==> src/rtl/battleship_pkg.sv <==
// battleship_pkg: shared widths, bit counts and serializer state encoding
// for the downstream result path of the battleship core.
// Optional feature macro used by the serializer: RESULT_SER_PARITY_EN.
package battleship_pkg;

    // Width of one result word coming out of the core
    localparam int RESULT_W  = 12;

    // Number of data bits carried in one serial frame
    localparam int DATA_BITS = 12;

    // Serial framer states; PARITY is only reachable in parity builds
    typedef enum logic [2:0] {
        IDLE,
        START,
        DATA,
        PARITY,
        STOP
    } ser_state_t;

endpackage

==> src/rtl/result_fifo.sv <==
// result_fifo: small power-of-two FIFO holding captured result words.
// Pointers carry an extra wrap bit so full and empty are told apart
// without a separate counter. A push into a full FIFO is accepted only
// when a pop happens on the same edge.
module result_fifo #(
    parameter int DEPTH    = 4,
    parameter int RESULT_W = 12
) (
    input  logic                         ph1,
    input  logic                         reset,
    input  logic                         push,
    input  logic                         pop,
    input  logic [RESULT_W-1:0]          wdata,
    output logic [RESULT_W-1:0]          rdata,
    output logic [$clog2(DEPTH+1)-1:0]   count,
    output logic                         full,
    output logic                         empty
);

    localparam int AW = $clog2(DEPTH);
    localparam int CW = $clog2(DEPTH+1);

    logic [RESULT_W-1:0] mem_q [DEPTH];
    logic [AW:0]         wrPtr_q, wrPtr_d;
    logic [AW:0]         rdPtr_q, rdPtr_d;
    logic                doPush, doPop;

    assign empty  = (wrPtr_q == rdPtr_q);
    assign full   = (wrPtr_q[AW] != rdPtr_q[AW]) &&
                    (wrPtr_q[AW-1:0] == rdPtr_q[AW-1:0]);
    assign count  = CW'(wrPtr_q - rdPtr_q);
    assign rdata  = mem_q[rdPtr_q[AW-1:0]];
    assign doPop  = pop & ~empty;
    assign doPush = push & (~full | doPop);

    // Advance each pointer when its side of the FIFO actually moves
    always_comb begin
        wrPtr_d = wrPtr_q;
        rdPtr_d = rdPtr_q;
        if (doPush) wrPtr_d = wrPtr_q + 1'b1;
        if (doPop)  rdPtr_d = rdPtr_q + 1'b1;
    end

    // Pointer registers; reset empties the FIFO
    always_ff @(posedge ph1 or negedge reset) begin
        if (!reset) begin
            wrPtr_q <= '0;
            rdPtr_q <= '0;
        end else begin
            wrPtr_q <= wrPtr_d;
            rdPtr_q <= rdPtr_d;
        end
    end

    // Storage array; contents are don't-care until the pointers cover them
    always_ff @(posedge ph1) begin
        if (doPush) mem_q[wrPtr_q[AW-1:0]] <= wdata;
    end

endmodule

==> src/rtl/result_serializer.sv <==
// result_serializer: captures result words on the rising edge of
// data_valid, buffers them in result_fifo and sends each one as a framed
// serial word: start 0, 12 data bits LSB first, optional even parity,
// stop 1, each bit BIT_DIV clocks long.
// Optional feature macro: RESULT_SER_PARITY_EN adds the parity bit.
module result_serializer
    import battleship_pkg::*;
#(
    parameter int DEPTH   = 4,
    parameter int BIT_DIV = 4
) (
    input  logic                         ph1,
    input  logic                         reset,
    input  logic [RESULT_W-1:0]          data_in,
    input  logic                         data_valid,
    input  logic                         clr_ovf,
    output logic                         ser_out,
    output logic                         busy,
    output logic [$clog2(DEPTH+1)-1:0]   pending,
    output logic                         fifo_full,
    output logic                         overflow
);

    localparam int               CNT_W    = (BIT_DIV > 1) ? $clog2(BIT_DIV) : 1;
    localparam int               IDX_W    = $clog2(DATA_BITS);
    localparam logic [CNT_W-1:0] CNT_LAST = CNT_W'(BIT_DIV - 1);
    localparam logic [IDX_W-1:0] IDX_LAST = IDX_W'(DATA_BITS - 1);

    ser_state_t          state_q, state_d;
    logic [CNT_W-1:0]    cnt_q, cnt_d;
    logic [IDX_W-1:0]    idx_q, idx_d;
    logic [RESULT_W-1:0] shift_q, shift_d;
    logic                ser_q, ser_d;
    logic                dv_q;
    logic                ovf_q, ovf_d;
    logic                capture;
    logic                pop;
    logic                bitDone;
    logic                fifoEmpty;
    logic [RESULT_W-1:0] fifoHead;
`ifdef RESULT_SER_PARITY_EN
    logic                parity_q, parity_d;
`endif

    assign capture  = data_valid & ~dv_q;
    assign bitDone  = (cnt_q == CNT_LAST);
    assign ser_out  = ser_q;
    assign busy     = (state_q != IDLE);
    assign overflow = ovf_q;

    result_fifo #(
        .DEPTH    (DEPTH),
        .RESULT_W (RESULT_W)
    ) u_fifo (
        .ph1   (ph1),
        .reset (reset),
        .push  (capture),
        .pop   (pop),
        .wdata (data_in),
        .rdata (fifoHead),
        .count (pending),
        .full  (fifo_full),
        .empty (fifoEmpty)
    );

    // Drop-detect sets overflow; a set on the same edge as a clear wins
    always_comb begin
        ovf_d = ovf_q;
        if (capture && fifo_full && !pop) ovf_d = 1'b1;
        else if (clr_ovf)                 ovf_d = 1'b0;
    end

    // Framer next state: bit timing, shifting, popping and line level
    always_comb begin
        state_d  = state_q;
        cnt_d    = bitDone ? '0 : cnt_q + 1'b1;
        idx_d    = idx_q;
        shift_d  = shift_q;
        ser_d    = ser_q;
        pop      = 1'b0;
`ifdef RESULT_SER_PARITY_EN
        parity_d = parity_q;
`endif
        case (state_q)
            IDLE: begin
                cnt_d = '0;
                ser_d = 1'b1;
                if (!fifoEmpty) begin
                    pop      = 1'b1;
                    shift_d  = fifoHead;
`ifdef RESULT_SER_PARITY_EN
                    parity_d = ^fifoHead;
`endif
                    ser_d    = 1'b0;
                    state_d  = START;
                end
            end
            START: begin
                if (bitDone) begin
                    idx_d   = '0;
                    ser_d   = shift_q[0];
                    state_d = DATA;
                end
            end
            DATA: begin
                if (bitDone) begin
                    if (idx_q == IDX_LAST) begin
`ifdef RESULT_SER_PARITY_EN
                        ser_d   = parity_q;
                        state_d = PARITY;
`else
                        ser_d   = 1'b1;
                        state_d = STOP;
`endif
                    end else begin
                        idx_d   = idx_q + 1'b1;
                        shift_d = shift_q >> 1;
                        ser_d   = shift_q[1];
                    end
                end
            end
`ifdef RESULT_SER_PARITY_EN
            PARITY: begin
                if (bitDone) begin
                    ser_d   = 1'b1;
                    state_d = STOP;
                end
            end
`endif
            STOP: begin
                if (bitDone) begin
                    if (!fifoEmpty) begin
                        pop      = 1'b1;
                        shift_d  = fifoHead;
`ifdef RESULT_SER_PARITY_EN
                        parity_d = ^fifoHead;
`endif
                        ser_d    = 1'b0;
                        state_d  = START;
                    end else begin
                        ser_d    = 1'b1;
                        state_d  = IDLE;
                    end
                end
            end
            default: begin
                cnt_d   = '0;
                ser_d   = 1'b1;
                state_d = IDLE;
            end
        endcase
    end

    // Framer, edge-detect and overflow registers; reset idles the line high
    always_ff @(posedge ph1 or negedge reset) begin
        if (!reset) begin
            state_q  <= IDLE;
            cnt_q    <= '0;
            idx_q    <= '0;
            shift_q  <= '0;
            ser_q    <= 1'b1;
            dv_q     <= 1'b1;
            ovf_q    <= 1'b0;
`ifdef RESULT_SER_PARITY_EN
            parity_q <= 1'b0;
`endif
        end else begin
            state_q  <= state_d;
            cnt_q    <= cnt_d;
            idx_q    <= idx_d;
            shift_q  <= shift_d;
            ser_q    <= ser_d;
            dv_q     <= data_valid;
            ovf_q    <= ovf_d;
`ifdef RESULT_SER_PARITY_EN
            parity_q <= parity_d;
`endif
        end
    end

endmodule

==> config.mk <==
export PLATFORM = sky130hd
export DESIGN_NAME = result_serializer
export DESIGN_NICKNAME = d
export VERILOG_FILES = /design/src/rtl/battleship_pkg.sv /design/src/rtl/result_fifo.sv /design/src/rtl/result_serializer.sv
export SDC_FILE = /design/constraint.sdc
export NUM_CORES = 1
export LEC_CHECK = 0
export ABC_CLOCK_PERIOD_IN_PS = 3300
export BUFFER_PORTS_ARGS = -buffer_cell sky130_fd_sc_hd__buf_4
export CAP_MARGIN = 20
export CORE_MARGIN = 2
export CORE_UTILIZATION = 42
export CTS_BUF_LIST = sky130_fd_sc_hd__clkbuf_4
export DETAILED_ROUTE_END_ITERATION = 7
export GPL_TIMING_DRIVEN = 1
export PLACE_DENSITY = 0.68
export SYNTH_ARGS = -nofsm -noshare
export SYNTH_HDL_FRONTEND = slang
export SYNTH_HIERARCHICAL = 1
export SYNTH_SLANG_ARGS = --single-unit
==> constraint.sdc <==
create_clock -name ph1 -period 3.3 [get_ports ph1]
set_clock_uncertainty 0.1 [all_clocks]
set_input_delay 0 -clock ph1 [delete_from_list [all_inputs] [get_ports ph1]]
set_output_delay 0 -clock ph1 [all_outputs]
set_load 0.01 [all_outputs]
# Word-level counts from Yosys, hierarchy flattened
# Memory sizes are Yosys's and may differ from the RTL's.
# Index checks and enable logic that the tools add are counted.
# Widths: inputs -> output; s select.
# classes
magnitude_cmp	0
div_mod_pow	0
bitwise	7
n_reduce_logical	14
muxes	31
shift	0
n_eq_ne	14
n_mul	0
add_sub_neg	5
# ops
operator	count
$mux 12	4
$pmux 12 s3	1
$mux 3	5
$mux 1	12
$mux 4	3
$ne 2x2->1 const B	6
$pmux 3 s4	1
$pmux 4 s2	1
$reduce_and 4->1	2
$add 3x1->3 const B	2
$reduce_bool 3->1	2
$reduce_and 5->1	1
$add 4x1->4 const B	1
$eq 4x4->1 const B	1
$mux 2	2
$pmux 1 s4	1
$reduce_bool 2->1	2
$and 1x1->1	3
$eq 3x1->1 const B	1
$eq 3x2->1 const B	1
$eq 3x3->1	1
$eq 3x3->1 const B	1
$logic_and 1x1->1	3
$logic_not 3->1	1
other kinds (11)	13
# totals
mem_count	1
ramBits	48
regBits	30
latchBits	0
inputBits	16
wordCells	81
romBits	0
# mem_list
memory	depth	width	read_ports	rd_clocked_by_memory_dff	write_ports	line	rtl
u_fifo.mem_q	4	12	1	0	1	result_fifo.sv:23	logic [RESULT_W-1:0] mem_q [DEPTH];

# Logic depth before layout (Yosys ltp)
# Gate-level depths: netlist (run 1).
# logic_depth
ltp_word	9
ltp_mapped	9
mapped_depth_nobuf	8

# Cells and area by module
# Netlist (run 1), hierarchy kept.
# modules_own_cells
mod	cells_each	area_per_inst_um2	instances	seq_area_each_um2
result_fifo	108	2187.1	1	1591.5
result_serializer	118	1350.0	1	603.1

# Worst setup path before layout (run 1)
# Ideal clock, no wire load.
# synth_timing
path_kind	reg2reg
from	register u_fifo.rdPtr_q[1]
to	memory u_fifo.mem_q[3][0] (enable)
path_buffers	1
period_less_slack_ps	2883
setup_time_ps	385
path_stages_with_launch	9
arrival_time_ps	2398
path_slack_ps	417
path_cell_list	dfrtp_1 clkbuf_1 inv_1 ha_1 nand2_1 nor2b_1 nor3_1 inv_1 a21oi_1
# synth_via
elab_chain_cells	9
elab_cells_between_ends	13
# synth_lines
item	line	rtl
start: declaration	result_fifo.sv:25	logic [AW:0] rdPtr_q, rdPtr_d;
start signal: assignment	result_fifo.sv:51	rdPtr_q <= rdPtr_d;
$eq 3x3->1 *	result_fifo.sv:28	assign empty = (wrPtr_q == rdPtr_q);
net fifoEmpty	result_serializer.sv:39	logic fifoEmpty;
$mux 1 *	result_serializer.sv:88, result_serializer.sv:132	
$mux 1	result_serializer.sv:131	if (bitDone) begin
$pmux 1 s2 *	result_serializer.sv:84	case (state_q)
net pop	result_serializer.sv:37	logic pop;
$and 1x1->1 *	result_fifo.sv:33	assign doPop = pop & ~empty;
$or 1x1->1 *	result_fifo.sv:34	assign doPush = push & (~full | doPop);
$and 1x1->1 *	result_fifo.sv:34	
$mux 1 *	result_fifo.sv:57	if (doPush) mem_q[wrPtr_q[AW-1:0]] <= wdata;
$mux 1 (not written as such) *	result_fifo.sv:57	
end: declaration	result_fifo.sv:23	
# Mark *: on every way through the listed nets, which the timed path passes. The rest lies on a longest branch.

# Worst setup path after layout (run 1)
# layout_timing
from	register u_fifo.wrPtr_q[0]
to	memory u_fifo.mem_q[1][9] (enable)
# layout_via
elab_chain_cells	9
elab_cells_between_ends	13
# layout_lines
item	line	rtl
start: declaration	result_fifo.sv:24	logic [AW:0] wrPtr_q, wrPtr_d;
start signal: assignment	result_fifo.sv:50	wrPtr_q <= wrPtr_d;
$eq 3x3->1 *	result_fifo.sv:28	
net fifoEmpty	result_serializer.sv:39	
$mux 1 *	result_serializer.sv:88, result_serializer.sv:132	
$mux 1	result_serializer.sv:131	
$pmux 1 s2 *	result_serializer.sv:84	
net pop	result_serializer.sv:37	
$and 1x1->1 *	result_fifo.sv:33	
$or 1x1->1 *	result_fifo.sv:34	
$and 1x1->1 *	result_fifo.sv:34	
$mux 1 *	result_fifo.sv:57	
$mux 1 (not written as such) *	result_fifo.sv:57	
# Marks and branches as above.

==> results.md, run 1 <==
- The count of nets left with antenna violations once routing finished came out at 0.
- The reg-to-reg startpoint is u_fifo/wrPtr_q[0]$_DFFE_PN0P_.
- Derived from the worst setup path, the maximum achievable clock frequency is 0.3547 GHz.
- sky130_fd_sc_hd__edfxtp_1 takes more of the synthesized area than any other cell.
- For this run, the total global-route usage over all layers was measured as 0.1457.
- The area of the core region is 8175 µm².
- In this run the mean area of a mapped cell was 15.65 µm².
- For flop-to-flop paths, the worst setup slack is 0.48 ns.
- The slew of the pin with the lowest slew margin is 0.6577 ns.
- After filler insertion, the fill cell instance count of the layout stands at 689.
- Using the TritonRoute via totals, the vias-per-cell ratio works out to 5.128.
- The die covers 9172 µm².
- The cell area after layout is 4149 µm².
- The number of unique standard cell types used by synthesis is 47.
- Setup repair after global routing left no endpoint under its margin.
- The clock tree from TritonCTS is built.
- In the finished design, the share of the clock period the worst path needs comes to 0.8544.
- The setup-violating endpoint count in the final report is 0.
- By area the synthesized netlist is led by sky130_fd_sc_hd__edfxtp_1, sky130_fd_sc_hd__dfrtp_1, sky130_fd_sc_hd__mux4_2.
- The net count after synthesis is 252.
- In this run the worst hold path is classified as in -> reg.
- The die is 95.77 µm tall.
- The share of synthesized area in the top cell type comes to 0.4075.
- The number of pins exceeding their max-slew limit in the final report is 0.
- The H-tree depth is 3.
- The adder and majority gate portion of the synthesized area is 0.04033.
- In this run the worst path has a maximum fanout of 12.
- The clock period could shrink to 2.820 ns.
- The final weighted congestion in routability-driven placement is 0.8137.
- The share of the yosys chip area belonging to registers is 0.6204.
- The total wirelength of the detailed-routed design is 5.802 mm.
- The number of iterations in the first detailed-routing pass is 4.
- The main combinational cell family by area after synthesis is multiplexers.
- Across the run, the number of max-cap violations was 0.
- The cell-internal power is 2277 µW.
- The net switching power is 1119 µW.
- The clock transition time at the flip-flop clock pins of the worst setup and hold paths is 0.12 ns.
- Synthesis handed over a netlist of 226 instances.
- The global-route wire length before repair is 9.729 mm.
- The routed length per instance is 15.11 µm.
- The worst-case clock buffer depth is 2.
- Measured against its own limit, the worst slew margin works out to 0.5615.
- At the later pin of the worst-skew pair, clock insertion delay measures 0.41 ns.
- The initial utilization of the core area, before any placement, comes to 0.4327.
- Across the VDD grid, the largest voltage drop is 0.3792 mV.
- The count of port buffers added during placement is 22.
- In this design, the stage delay of the slowest critical-path cell is 0.59 ns.
- Yosys printed 6 warnings.
- The arrival time of the worst setup path is 2.77 ns.
- The worst setup path is of the reg -> reg kind.
- The initial antenna violation count came to 0.
- The required time reported for the critical path endpoint is 3.25 ns.
- Counting flops and latches in the post-synthesis netlist gives 78.
- The number of endpoints with negative hold slack in the final report is 0.
- The worst setup path is launched from a register.
- The slowest stage of the critical path belongs to the cell sky130_fd_sc_hd__and3_1.
- The core occupancy in the finished layout is 0.5075.
- The number of sinks on the clock net is 78.
- The switching portion of total power is 0.3294.
- Counting cells, the worst reg-to-reg path comes to 9.
- The depth of the critical timing path with buffers and inverters included is 9.
- Of the total synthesized cell area, the portion taken by XOR and XNOR cells is 0.01203.
- The clock root buffer is sky130_fd_sc_hd__clkbuf_4.
- The floorplan row count is 33.
- The signal on the critical path passes through inv_1 -> ha_1 -> nand2_1 -> nor2b_1 -> nor3_1 -> buf_4 -> nand3b_1 -> or2_1 -> and3_1.
- The detailed router's first-iteration violation count is 69.
- The via count of the first global-routing pass is 1,976.
- The number of remaining DRC errors is 0.
- The kind of cell adding the most delay to the critical path is simple AND/OR/NAND/NOR gates.
- For this run, the post-layout net count is 300.
- The number of post-CTS setup repair buffers is 0.
- The area fraction in compound gates after synthesis is 0.05058.
- During I/O placement, the number of pins put on the boundary was 23.
- The capturing point of the worst reg2reg path is u_fifo/mem_q[1][9]$_DFFE_PP_.
- 0 antenna diodes ended up in the layout.
- From synthesis to final layout, the design area changed by 17.30%.
- The share of total power dissipated in sequential elements is 0.414.
- The total power density per cell area is 818.6 nW/µm².
- Setup total negative slack on the finished layout was measured at 0 ns.
- After detailed placement, the total cell area comes to 3822 µm².
- Entering global routing, the biggest net connects 29 pins.
- The post-cts resize count is 0.
- The sum of net half-perimeters after detailed placement is 3.796 mm.
- Detailed routing inserted a total of 1,969 vias.
- Following the worst setup path forward leads to its endpoint at u_fifo/mem_q[1][9]$_DFFE_PP_.
- The die is 95.77 µm wide.
- The total congestion overflow is 0.
- The number of buffers and inverters on the critical path is 2.
- The reported leakage power is 0.001618 µW.
- The critical path starts at u_fifo/wrPtr_q[0]$_DFFE_PN0P_.
- The mux cell area share after synthesis is 0.1723.
- After synthesis the cells add up to 3537 µm².
- Of the cells placed in the final design, the portion with a size suffix greater than 1 is 0.3262.
- The TritonCTS buffer count is 9.
- The nature of the critical path endpoint is a register.
- The share of total power dissipated in the clock network is 0.171.
- The run finished with clean final reports.
- The area fraction in and, or, nand and nor cells after synthesis is 0.07464.
- The share of power burned in combinational logic is 0.415.
## how the worst min path moves through the flow
stage                     startpoint                             to  slack (ns)  depth (start not counted)
after floorplan                reset             cnt_q[0]$_DFF_PN0_       -0.40                          0
after global placement         reset  u_fifo/wrPtr_q[0]$_DFFE_PN0P_       -0.14                          1
after detailed placement       reset  u_fifo/wrPtr_q[0]$_DFFE_PN0P_       -0.14                          1
after CTS                 data_valid                 dv_q$_DFF_PN1_        0.11                          2
after global routing      data_valid                 dv_q$_DFF_PN1_        0.13                          2
final                     data_valid                 dv_q$_DFF_PN1_        0.16                          2
## flip-flops by register name, summed over array words and instances (netlist names)
register	cells
u_fifo/mem_q	48
shift_q	12
idx_q	4
state_q	3
u_fifo/rdPtr_q	3
u_fifo/wrPtr_q	3
cnt_q	2
dv_q	1
overflow	1
ser_out	1
## timing repair
action | CTS | global route
hold buffers | 17 | 0
setup endpoints to repair | 0 | 0
hold endpoints to repair | 81 | 0
## kinds of logic (layout without fill, tap and decap cells)
family	after synthesis	after routing
flip-flops	78	78
AND/OR/NAND/NOR	45	45
multiplexers	39	39
AO/OA/AOI/OAI	28	28
buffers and inverters	21	74
adder cells (fa/ha/maj)	11	11
XOR/XNOR	4	4
## per-layer routing
metal  wire length, µm  global-route usage  share of wire
met1              2693              0.1914           0.46
met2              2823              0.2302           0.49
met3               173             0.03837          0.030
met4               112             0.06190          0.019
met5                 0                   0              0
## per-stage QoR
stage / setup slack [ns] / hold slack, ns / total power (µW) / std cells
6_report: 0.4804 / 0.1632 / 3396 / 384
5_1_grt: 0.2412 / 0.1345 / 3639 / 384
4_1_cts: 0.4807 / 0.1134 / 3438 / 384
3_5_place_dp: 0.5209 / -0.1428 / 2832 / 351
3_3_place_gp: 0.6123 / -0.1420 / 2809 / 351
2_1_floorplan: 0.4174 / -0.3956 / 2473 / 226
## layout by cell type (no fill, tap or decap), drive strengths merged, types with 5 or more instances in the layout
| cell | Yosys | routed |
|---|---|---|
| a21oi | 6 | 6 |
| buf | 6 | 29 |
| clkbuf | 2 | 9 |
| dfrtp | 28 | 28 |
| dlygate4sd3 | 0 | 16 |
| edfxtp | 48 | 48 |
| ha | 9 | 9 |
| inv | 13 | 16 |
| mux2 | 25 | 25 |
| mux4 | 12 | 12 |
| nand2 | 10 | 10 |
| nor2 | 8 | 8 |
| nor2b | 5 | 5 |
| o21ai | 9 | 9 |
## power groups by stage
stage / sequential, µW / combinational, µW / clock (µW)
floorplan: 1400 / 1080 / 0
global placement: 1420 / 1390 / 0
detailed placement: 1430 / 1410 / 0
CTS: 1410 / 1430 / 603
global route: 1440 / 1560 / 643
finish: 1410 / 1410 / 581
## final cells by class
type	count	area (µm²)	share of cell area
clock inverters	7	78.83	0.01900
flip-flops and latches	78	2195	0.5289
clock buffers	9	67.56	0.01628
well taps	105	131.4	0.03166
inverters	13	48.80	0.01176
multi-input cells	127	1237	0.2983
repair buffers	45	390.4	0.09409
## cells in the mapped netlist, drive strengths merged
cell type,instances
or3,2
nor4,1
nor3b,1
dfstp,2
a31oi,2
a31o,1
mux4,12
o22ai,1
nor3,2
buf,6
fa,1
nand3b,2
o22a,1
nand2,10
nor4bb,1
or3b,1
and3,4
inv,13
a32oi,1
dfrtp,28
nand3,1
o31ai,4
mux2,25
and3b,1
a211oi,2
ha,9
a21oi,6
a2111oi,1
and2,1
clkbuf,2
mux2i,2
or2,2
o21ai,9
nand2b,3
nor2,8
nor2b,5
edfxtp,48
xnor2,4
maj3,1
Power figures use the tool's default switching activity.
==> inputs of run 2 (changes only) <==
- ABC_AREA: default -> 1
==> run 2 against run 1 <==
Compared with the run above: synthesized cell count increased by 47%; sequential share of layout area decreased by 0.096 points; largest power group is now combinational logic; non-clock buffer count unchanged; global-route usage increased by 1.4 points.
==> results.md, run 2 <==
- Detailed routing inserted a total of 2,391 vias.
- Entering global routing, the biggest net connects 29 pins.
- For this run, global-route usage on met3 was measured as 0.04464.
- The register bit total from synthesis is 78.
- The count of nets left with antenna violations once routing finished came out at 0.
- Buffers placed on the I/O ports in this run total 22.
- The initial antenna violation count was 0.
- The cell that appears most often on the critical path is sky130_fd_sc_hd__inv_1.
- The reported leakage power is 0.001767 µW.
- The layer with the highest usage after global routing is met2.
- Counting every sink on the clock net gives 78.
- Yosys printed 6 warnings.
- CTS built an H-tree with a depth of 3.
- Once detailed placement completed, the half-perimeter wirelength came to 4.384 mm.
- The mapped netlist covers 3565 µm².
- The required time reported for the critical path endpoint is 3.32 ns.
- After detailed routing, the number of remaining DRC violations is 0.
- The library cell used most frequently in the layout, excluding fill and tap cells, is sky130_fd_sc_hd__nand2_1.
- The share of the synthesized area in the top cell type is 0.4044.
- The top cell types in the final layout, fill and taps aside, are sky130_fd_sc_hd__nand2_1, sky130_fd_sc_hd__edfxtp_1, sky130_fd_sc_hd__nor2_1.
- The net count after synthesis is 358.
- The total congestion overflow is 0.
- The number of endpoints with negative hold slack in the final report is 0.
- The final weighted congestion in routability-driven placement is 0.8679.
- The total power density per cell area is 878.3 nW/µm².
- Yosys attributes the largest share of cell area to sky130_fd_sc_hd__edfxtp_1, sky130_fd_sc_hd__dfrtp_1, sky130_fd_sc_hd__nand2_1.
- The post-placement cell count is 455.
- Once placement finished, the instance area stood at 3827 µm².
- In the routed layout, each cell is associated on average with a via count of 4.900.
- By count the netlist is led by sky130_fd_sc_hd__nand2_1, sky130_fd_sc_hd__edfxtp_1, sky130_fd_sc_hd__nor2_1.
- The clock tree from TritonCTS is built.
- Of all nets on the critical path, the largest fanout is 13.
- The die width is 96.13 µm.
- The first global-routing pass estimated 11.13 mm of wire.
- After the last flow step, the layout net total stands at 404.
- Timing would allow up to 0.3665 GHz.
- The area of the die is 9240 µm².
- For this configuration, the core starts out at a cell density of 0.4338.
- In the global route stage, overall resource usage came out at 0.1598.
- For the worst setup path, the data arrival time is 2.75 ns.
- The critical path goes through inv_1 -> ha_1 -> nand2_1 -> inv_2 -> nand2_4 -> inv_1 -> inv_1 -> o211ai_1 -> inv_1 -> inv_1 -> nand3_4 -> nand2_4 -> nor2_1 -> buf_4.
- Among all flip-flop cells after synthesis, the most frequent one is sky130_fd_sc_hd__edfxtp_1.
- The number of flip-flops in the largest register is 48.
- The routed length per instance is 13.39 µm.
- Once layout is done, the placed cells without fillers occupy 4156 µm².
- The routing usage on met1 is 0.2185.
- The total wirelength of the detailed-routed design is 6.532 mm.
- The worst-case clock buffer depth is 2.
- The max-capacitance violation count is 0.
- The share of the Yosys chip area taken by registers is 0.6157.
- Final hold analysis gives a worst-case slack of 0.1469 ns.
- The run finished with clean final reports.
- CTS placed an instance of sky130_fd_sc_hd__clkbuf_4 at the clock tree root.
- The filler cells instantiated in the layout total 731.
- Setup violations remaining at the end of the flow were counted as 0.
- The number of cells produced by synthesis is 332.
- The netlist uses 27 different library cells.
- The via count of the first global-routing pass came to 2,349.
- The part of the cycle the worst path needs is 0.8268.
- The die outline height is 96.13 µm.
- The slowest stage of the critical path belongs to the cell sky130_fd_sc_hd__dfrtp_1.
- The floorplan row count is 33.
- Yosys mapped a number of flops with a built-in enable equal to 48.
- The number of clock buffers added by TritonCTS is 9.
- The area of the core region is 8217 µm².
- After synthesis, the share of flip-flops with an asynchronous set or reset is 0.3846.
- The nature of the critical path endpoint is a register.
- Summed over all instances, the cell type with the most area after synthesis is sky130_fd_sc_hd__edfxtp_1.
- The final-layout setup total negative slack is 0 ns.
- Setup repair after global routing left no endpoint under its margin.
- The count of non-filler cells in the finished layout is 488.
- The number of pins exceeding their max-slew limit in the final report was 0.
- Measured against its own limit, the worst slew margin works out to 0.7009.
- The growth of design area from synthesis to finish is 16.60%.
- The worst min-delay path category is in -> reg.
- The minimum clock period after layout is 2.728 ns.
- The ratio of cells with drive above 1 in the final layout is 0.1854.
- Gates resized during post-CTS repair numbered 0.
- The number of diodes is 0.
- The maximum cell stage delay along the critical path is 0.40 ns.
- The first detailed-routing pass ran for 4 iterations.
- In this run the mean area of a mapped cell was 10.74 µm².
- Pin placement for this block handled 23 I/O pins.
- The most frequently used cell type in the post-synthesis netlist is sky130_fd_sc_hd__nand2_1.
- In this run, the number of DRC markers left after iteration 0 of detailed routing was 109.
- The peak ir drop on the vdd network is 0.3962 mV.
- Clock-pin slew was measured on the worst setup and hold paths at 0.14 ns.
- For the pin with the worst max-slew slack, the measured transition is 0.4470 ns.
- The sort of element at the start of the critical path is a register.
- The met2 track utilization from global routing is 0.2488.
- The critical path class is reg -> reg.
- For the worst-skew pair, the clock arrives at the later sink with an insertion delay of 0.41 ns.
-- run 2: cell count changes after synthesis, sizes merged, moves of 12 or more --
cell | before | now
mux4 | 12 | 0
nor2 | 8 | 42
nand3 | 1 | 18
o21ai | 9 | 40
nand2 | 10 | 76
inv | 13 | 27
mux2 | 25 | 0
-- run 2: worst paths after layout --
check                                         startpoint  slack (ns)  cells past startpoint                             to
max                        u_fifo/rdPtr_q[1]$_DFFE_PN0P_        0.57                     14   u_fifo/mem_q[3][0]$_DFFE_PP_
min                                           data_valid        0.15                      2                 dv_q$_DFF_PN1_
max reg2reg                u_fifo/rdPtr_q[1]$_DFFE_PN0P_        0.57                     14   u_fifo/mem_q[3][0]$_DFFE_PP_
min reg2reg                           cnt_q[0]$_DFF_PN0_        0.34                      1             cnt_q[0]$_DFF_PN0_
max in group asynchronous                          reset        2.43                      4  u_fifo/rdPtr_q[0]$_DFFE_PN0P_
min in group asynchronous                          reset        0.51                      4         state_q[1]$_DFFE_PN0P_
-- run 2: kinds of logic (layout without fill, tap and decap cells) --
kind of cell	count (synthesis)	in the layout	share of synthesized area
DFF	78	78	0.6157
AOI/OAI and AO/OA	66	66	0.1137
adders and majority gates	10	10	0.03721
and+or+nand+nor	136	136	0.1706
xor gates and xnor gates	5	5	0.01228
buffers and inverters	37	88	0.05054
-- run 2: cell type report --
type | count | area, µm² | area share
clock buffers | 9 | 67.56 | 0.01626
clock inverters | 7 | 81.33 | 0.01957
inverters | 27 | 101.3 | 0.02438
multi-input cells | 217 | 1190 | 0.2863
flip-flops and latches | 78 | 2195 | 0.5280
well taps | 105 | 131.4 | 0.03161
repair buffers | 45 | 390.4 | 0.09392
-- run 2: worst max-delay path: cells and delay by family, from the launching register on --
kind / cells / cell delay, ns
simple gates: 5 / 0.50
flops: 1 / 0.40
fa+ha+maj: 1 / 0.30
buf+inv: 7 / 0.98
compound gates: 1 / 0.14
-- run 2: layer usage --
metal,vias to the layer above,routed length [µm],share of wire
met5,-,0,0
met3,6,236,0.036
met1,1131,3230,0.49
met2,36,3010,0.46
li1,1218,-,-
met4,0,53,0.0081
-- run 2: report_power, final --
group          internal (µW)  total, µW  leakage [µW]  switching (µW)
Clock                    243        604     0.0000828             361
Combinational            628       1660      0.000870            1030
Sequential              1270       1380      0.000814             115
-- run 2: what timing repair did --
item / in CTS / in global routing
hold buffers: 17 / 0
buffers inserted: 0 / 0
endpoints found under the hold margin: 83 / 0
endpoints found under the setup margin: 0 / 0
-- run 2: through the flow --
stage | total power, µW | utilization | setup slack, ns
after global routing | 3967 | 0.5059 | 0.3890
after detailed placement | 3066 | 0.4658 | 0.6226
after floorplan | 2708 | - | 0.5026
after global placement | 3036 | 0.4658 | 0.7249
after CTS | 3688 | 0.5059 | 0.5830
final | 3651 | 0.5059 | 0.5716
==> inputs of run 3 (changes only) <==
- ABC_AREA: 1 -> 0
- ABC_CLOCK_PERIOD_IN_PS: 3300 -> 2800
- clock period: 3.3 -> 2.8 ns (I/O delays scaled with it)
==> run 3 against run 2 <==
Compared with the run above: flip-flop and latch count stayed put; via count shrank 18%; clock power up 31%; first-iteration DRC count decreased by 44%; largest power group unchanged.
==> results.md, run 3 (synthesis results as in run 1) <==
- The initial antenna violation count came to 0.
- Once detail routing completed, the nets flagged for antenna violations numbered 0.
- Summed over all cells, the static leakage comes to 0.001639 µW.
- Entering global routing, the biggest net connects 29 pins.
- Max-cap violations in this run came to 0.
- The switching portion of total power is 0.3273.
- The count of buffers added on input and output ports is 22.
- Detailed routing placed a total of 143 µm of wire on met3.
- TritonCTS built the clock tree.
- The flow ran to the end, and the final reports show no timing, DRC or antenna violations.
- The launch instance of the worst min-delay path is data_valid.
- The first routing iteration left 61 violations.
- The capturing point of the worst reg2reg path is u_fifo/mem_q[0][1]$_DFFE_PP_.
- The total wirelength of the detailed-routed design is 6.008 mm.
- The core occupancy in the finished layout is 0.5122.
- The final weighted congestion in routability-driven placement is 0.7832.
- The sort of element at the start of the critical path is a register.
- The logic depth of the worst register-to-register path is 8.
- The area occupied by registers is 2195 µm².
- 23 I/O pins were placed.
- In the final timing run, aggregate negative setup slack is 0 ns.
- The die is 95.77 µm wide.
- Data on the critical path arrives at its endpoint at 2.51 ns.
- The average via count per standard cell is 5.070.
- The tree is rooted in a sky130_fd_sc_hd__clkbuf_4.
- The largest driver fanout on the critical path is 12.
- Detailed routing inserted a total of 1,952 vias.
- The via count of the first global-routing pass is 2,077.
- Summed over all nets, the switching power comes to 1360 µW.
- STA puts the critical path data required time at 2.78 ns.
- The worst-case clock buffer depth is 2.
- The number of pins exceeding their max-slew limit in the final report is 0.
- The routed length per instance is 15.61 µm.
- In this run the tightest slew margin relative to its limit is 0.5572.
- The area growth from synthesis to layout is 18.39%.
- Clock-pin slew was measured on the worst setup and hold paths at 0.13 ns.
- The worst hold path passes through 2 cells.
- The worst register-to-register path begins at u_fifo/wrPtr_q[0]$_DFFE_PN0P_.
- Prior to clock tree synthesis, the placed netlist has a worst setup slack of 0.2645 ns.
- The global routing usage summed across all routing layers is 0.1481.
- The number of remaining DRC errors is 0.
- For this configuration, the core starts out at a cell density of 0.4327.
- Signal routing reaches up to met4.
- Setup repair after global routing left no endpoint under its margin.
- The initialized floorplan defines 33 standard-cell rows.
- Fill cells in the final layout number 713.
- The total congestion overflow is 0.
- The part of the cycle the worst path needs is 0.9041.
- The number of sinks on the clock net is 78.
- The post-placement cell count is 352.
- The clock tree synthesis step divided the H-tree into 3 levels.
- After the last flow step, the layout net total stands at 301.
- The sequential group share of total power is 0.399.
- The sum of net half-perimeters after detailed placement is 3.926 mm.
- In this run the register-to-register setup slack is 0.27 ns.
- Across all setup checks in the final design, the least slack found is 0.2686 ns.
- The total power density per cell area is 992.5 nW/µm².
- The global-route wire length before repair is 10.06 mm.
- The first detailed-routing pass ran for 4 iterations.
- The count of non-filler cells in the finished layout is 385.
- The minimum clock period after layout is 2.531 ns.
- Detailed routing placed a total of 2.945 mm of wire on met2.
- The cell-internal power is 2796 µW.
- The number of endpoints with negative hold slack in the final report is 0.
- The area of the die is 9172 µm².
- The met1 layer wirelength in the final routing is 2.833 mm.
- The die is 95.77 µm tall.
- The maximum clock frequency is 0.3950 GHz.
- The ratio of cells with drive above 1 in the final layout is 0.3429.
- The critical path in this run is classified as reg -> reg.
- Of the total power, the clock network draws 0.190.
- The area of the core region is 8175 µm².
- The TritonCTS buffer count is 9.
- The peak ir drop on the vdd network is 0.5669 mV.
- The post-cts resize count is 0.
- The footprint of the multi-input gates is 1245 µm².
- The number of flip-flops in the largest register is 48.
- The share of total power dissipated in combinational logic is 0.411.
- The worst min-delay path category is in -> reg.
- The number of diodes is 0.
- For the pin with the worst max-slew slack, the measured transition is 0.6635 ns.
- STA classifies the critical path endpoint as a register.
- In the layout the commonest cells are sky130_fd_sc_hd__edfxtp_1, sky130_fd_sc_hd__buf_4, sky130_fd_sc_hd__dfrtp_1.
- The most common cell after layout, fill and taps aside is sky130_fd_sc_hd__edfxtp_1.
- The setup-violating endpoint count in the final report is 0.
- At the later pin of the worst-skew pair, clock insertion delay measures 0.40 ns.
- The worst-case hold path end point is dv_q$_DFF_PN1_.
## run 3: cell types whose count changed in the layout (fill, tap and decap cells not counted), sizes merged, moves of 5 or more
cell | before | now
nand2 | 76 | 10
nor2 | 42 | 8
o21ai | 40 | 9
mux2 | 0 | 25
nand3 | 18 | 1
inv | 30 | 16
mux4 | 0 | 12
a21boi | 11 | 0
o22ai | 12 | 1
nor2b | 0 | 5
xor2 | 5 | 0
## run 3: worst max path at each step
stage                                  startpoint                           end  slack, ns  cells past startpoint
floorplan           u_fifo/rdPtr_q[1]$_DFFE_PN0P_  u_fifo/mem_q[1][0]$_DFFE_PP_       0.10                      9
global placement    u_fifo/wrPtr_q[0]$_DFFE_PN0P_  u_fifo/mem_q[0][5]$_DFFE_PP_       0.42                      8
detailed placement  u_fifo/wrPtr_q[0]$_DFFE_PN0P_  u_fifo/mem_q[2][5]$_DFFE_PP_       0.26                      8
CTS                 u_fifo/wrPtr_q[0]$_DFFE_PN0P_  u_fifo/mem_q[2][1]$_DFFE_PP_       0.25                      8
global route        u_fifo/wrPtr_q[0]$_DFFE_PN0P_  u_fifo/mem_q[2][6]$_DFFE_PP_       0.05                      8
finish              u_fifo/wrPtr_q[0]$_DFFE_PN0P_  u_fifo/mem_q[0][1]$_DFFE_PP_       0.27                      8
## run 3: timing repair
action	CTS	global route
setup buffers	0	0
endpoints found under the hold margin	80	0
hold buffers	17	0
## run 3: power groups by stage
stage | Combinational, µW | Sequential [µW] | Clock [µW]
2_1_floorplan | 1270 | 1650 | 0
3_3_place_gp | 1660 | 1670 | 0
3_5_place_dp | 1710 | 1680 | 0
4_1_cts | 1730 | 1660 | 815
5_1_grt | 1880 | 1690 | 846
6_report | 1710 | 1660 | 790
## run 3: critical path, stage by stage, from the launching register on
cell	delay [ns]
sky130_fd_sc_hd__dfrtp_1	0.42
sky130_fd_sc_hd__inv_1	0.10
sky130_fd_sc_hd__ha_1	0.35
sky130_fd_sc_hd__nand2_1	0.14
sky130_fd_sc_hd__nor2b_1	0.08
sky130_fd_sc_hd__nor3_1	0.28
sky130_fd_sc_hd__nand3b_1	0.20
sky130_fd_sc_hd__or2_1	0.14
sky130_fd_sc_hd__and3_2	0.40
## run 3: metrics by stage
stage,total power [µW],instance area (µm²),hold slack (ns)
global route,4417,4188,0.1280
finish,4157,4188,0.1470
floorplan,2919,3545,-0.3956
detailed placement,3390,3837,-0.1414
CTS,4208,4188,0.1170
global placement,3337,3837,-0.1467
## run 3: cell type report
| cell class | instances | share of cell area |
|---|---|---|
| multi-input cells | 127 | 0.2973 |
| clock inverters | 7 | 0.02450 |
| flip-flops and latches | 78 | 0.5240 |
| clock buffers | 9 | 0.01613 |
| inverters | 13 | 0.01165 |
| repair buffers | 46 | 0.09501 |
| well taps | 105 | 0.03137 |
## run 3: per-layer routing
metal,GRT usage,vias up
met5,0,-
met4,0.06905,0
met3,0.03211,8
met2,0.2395,28
met1,0.1919,973
li1,-,943
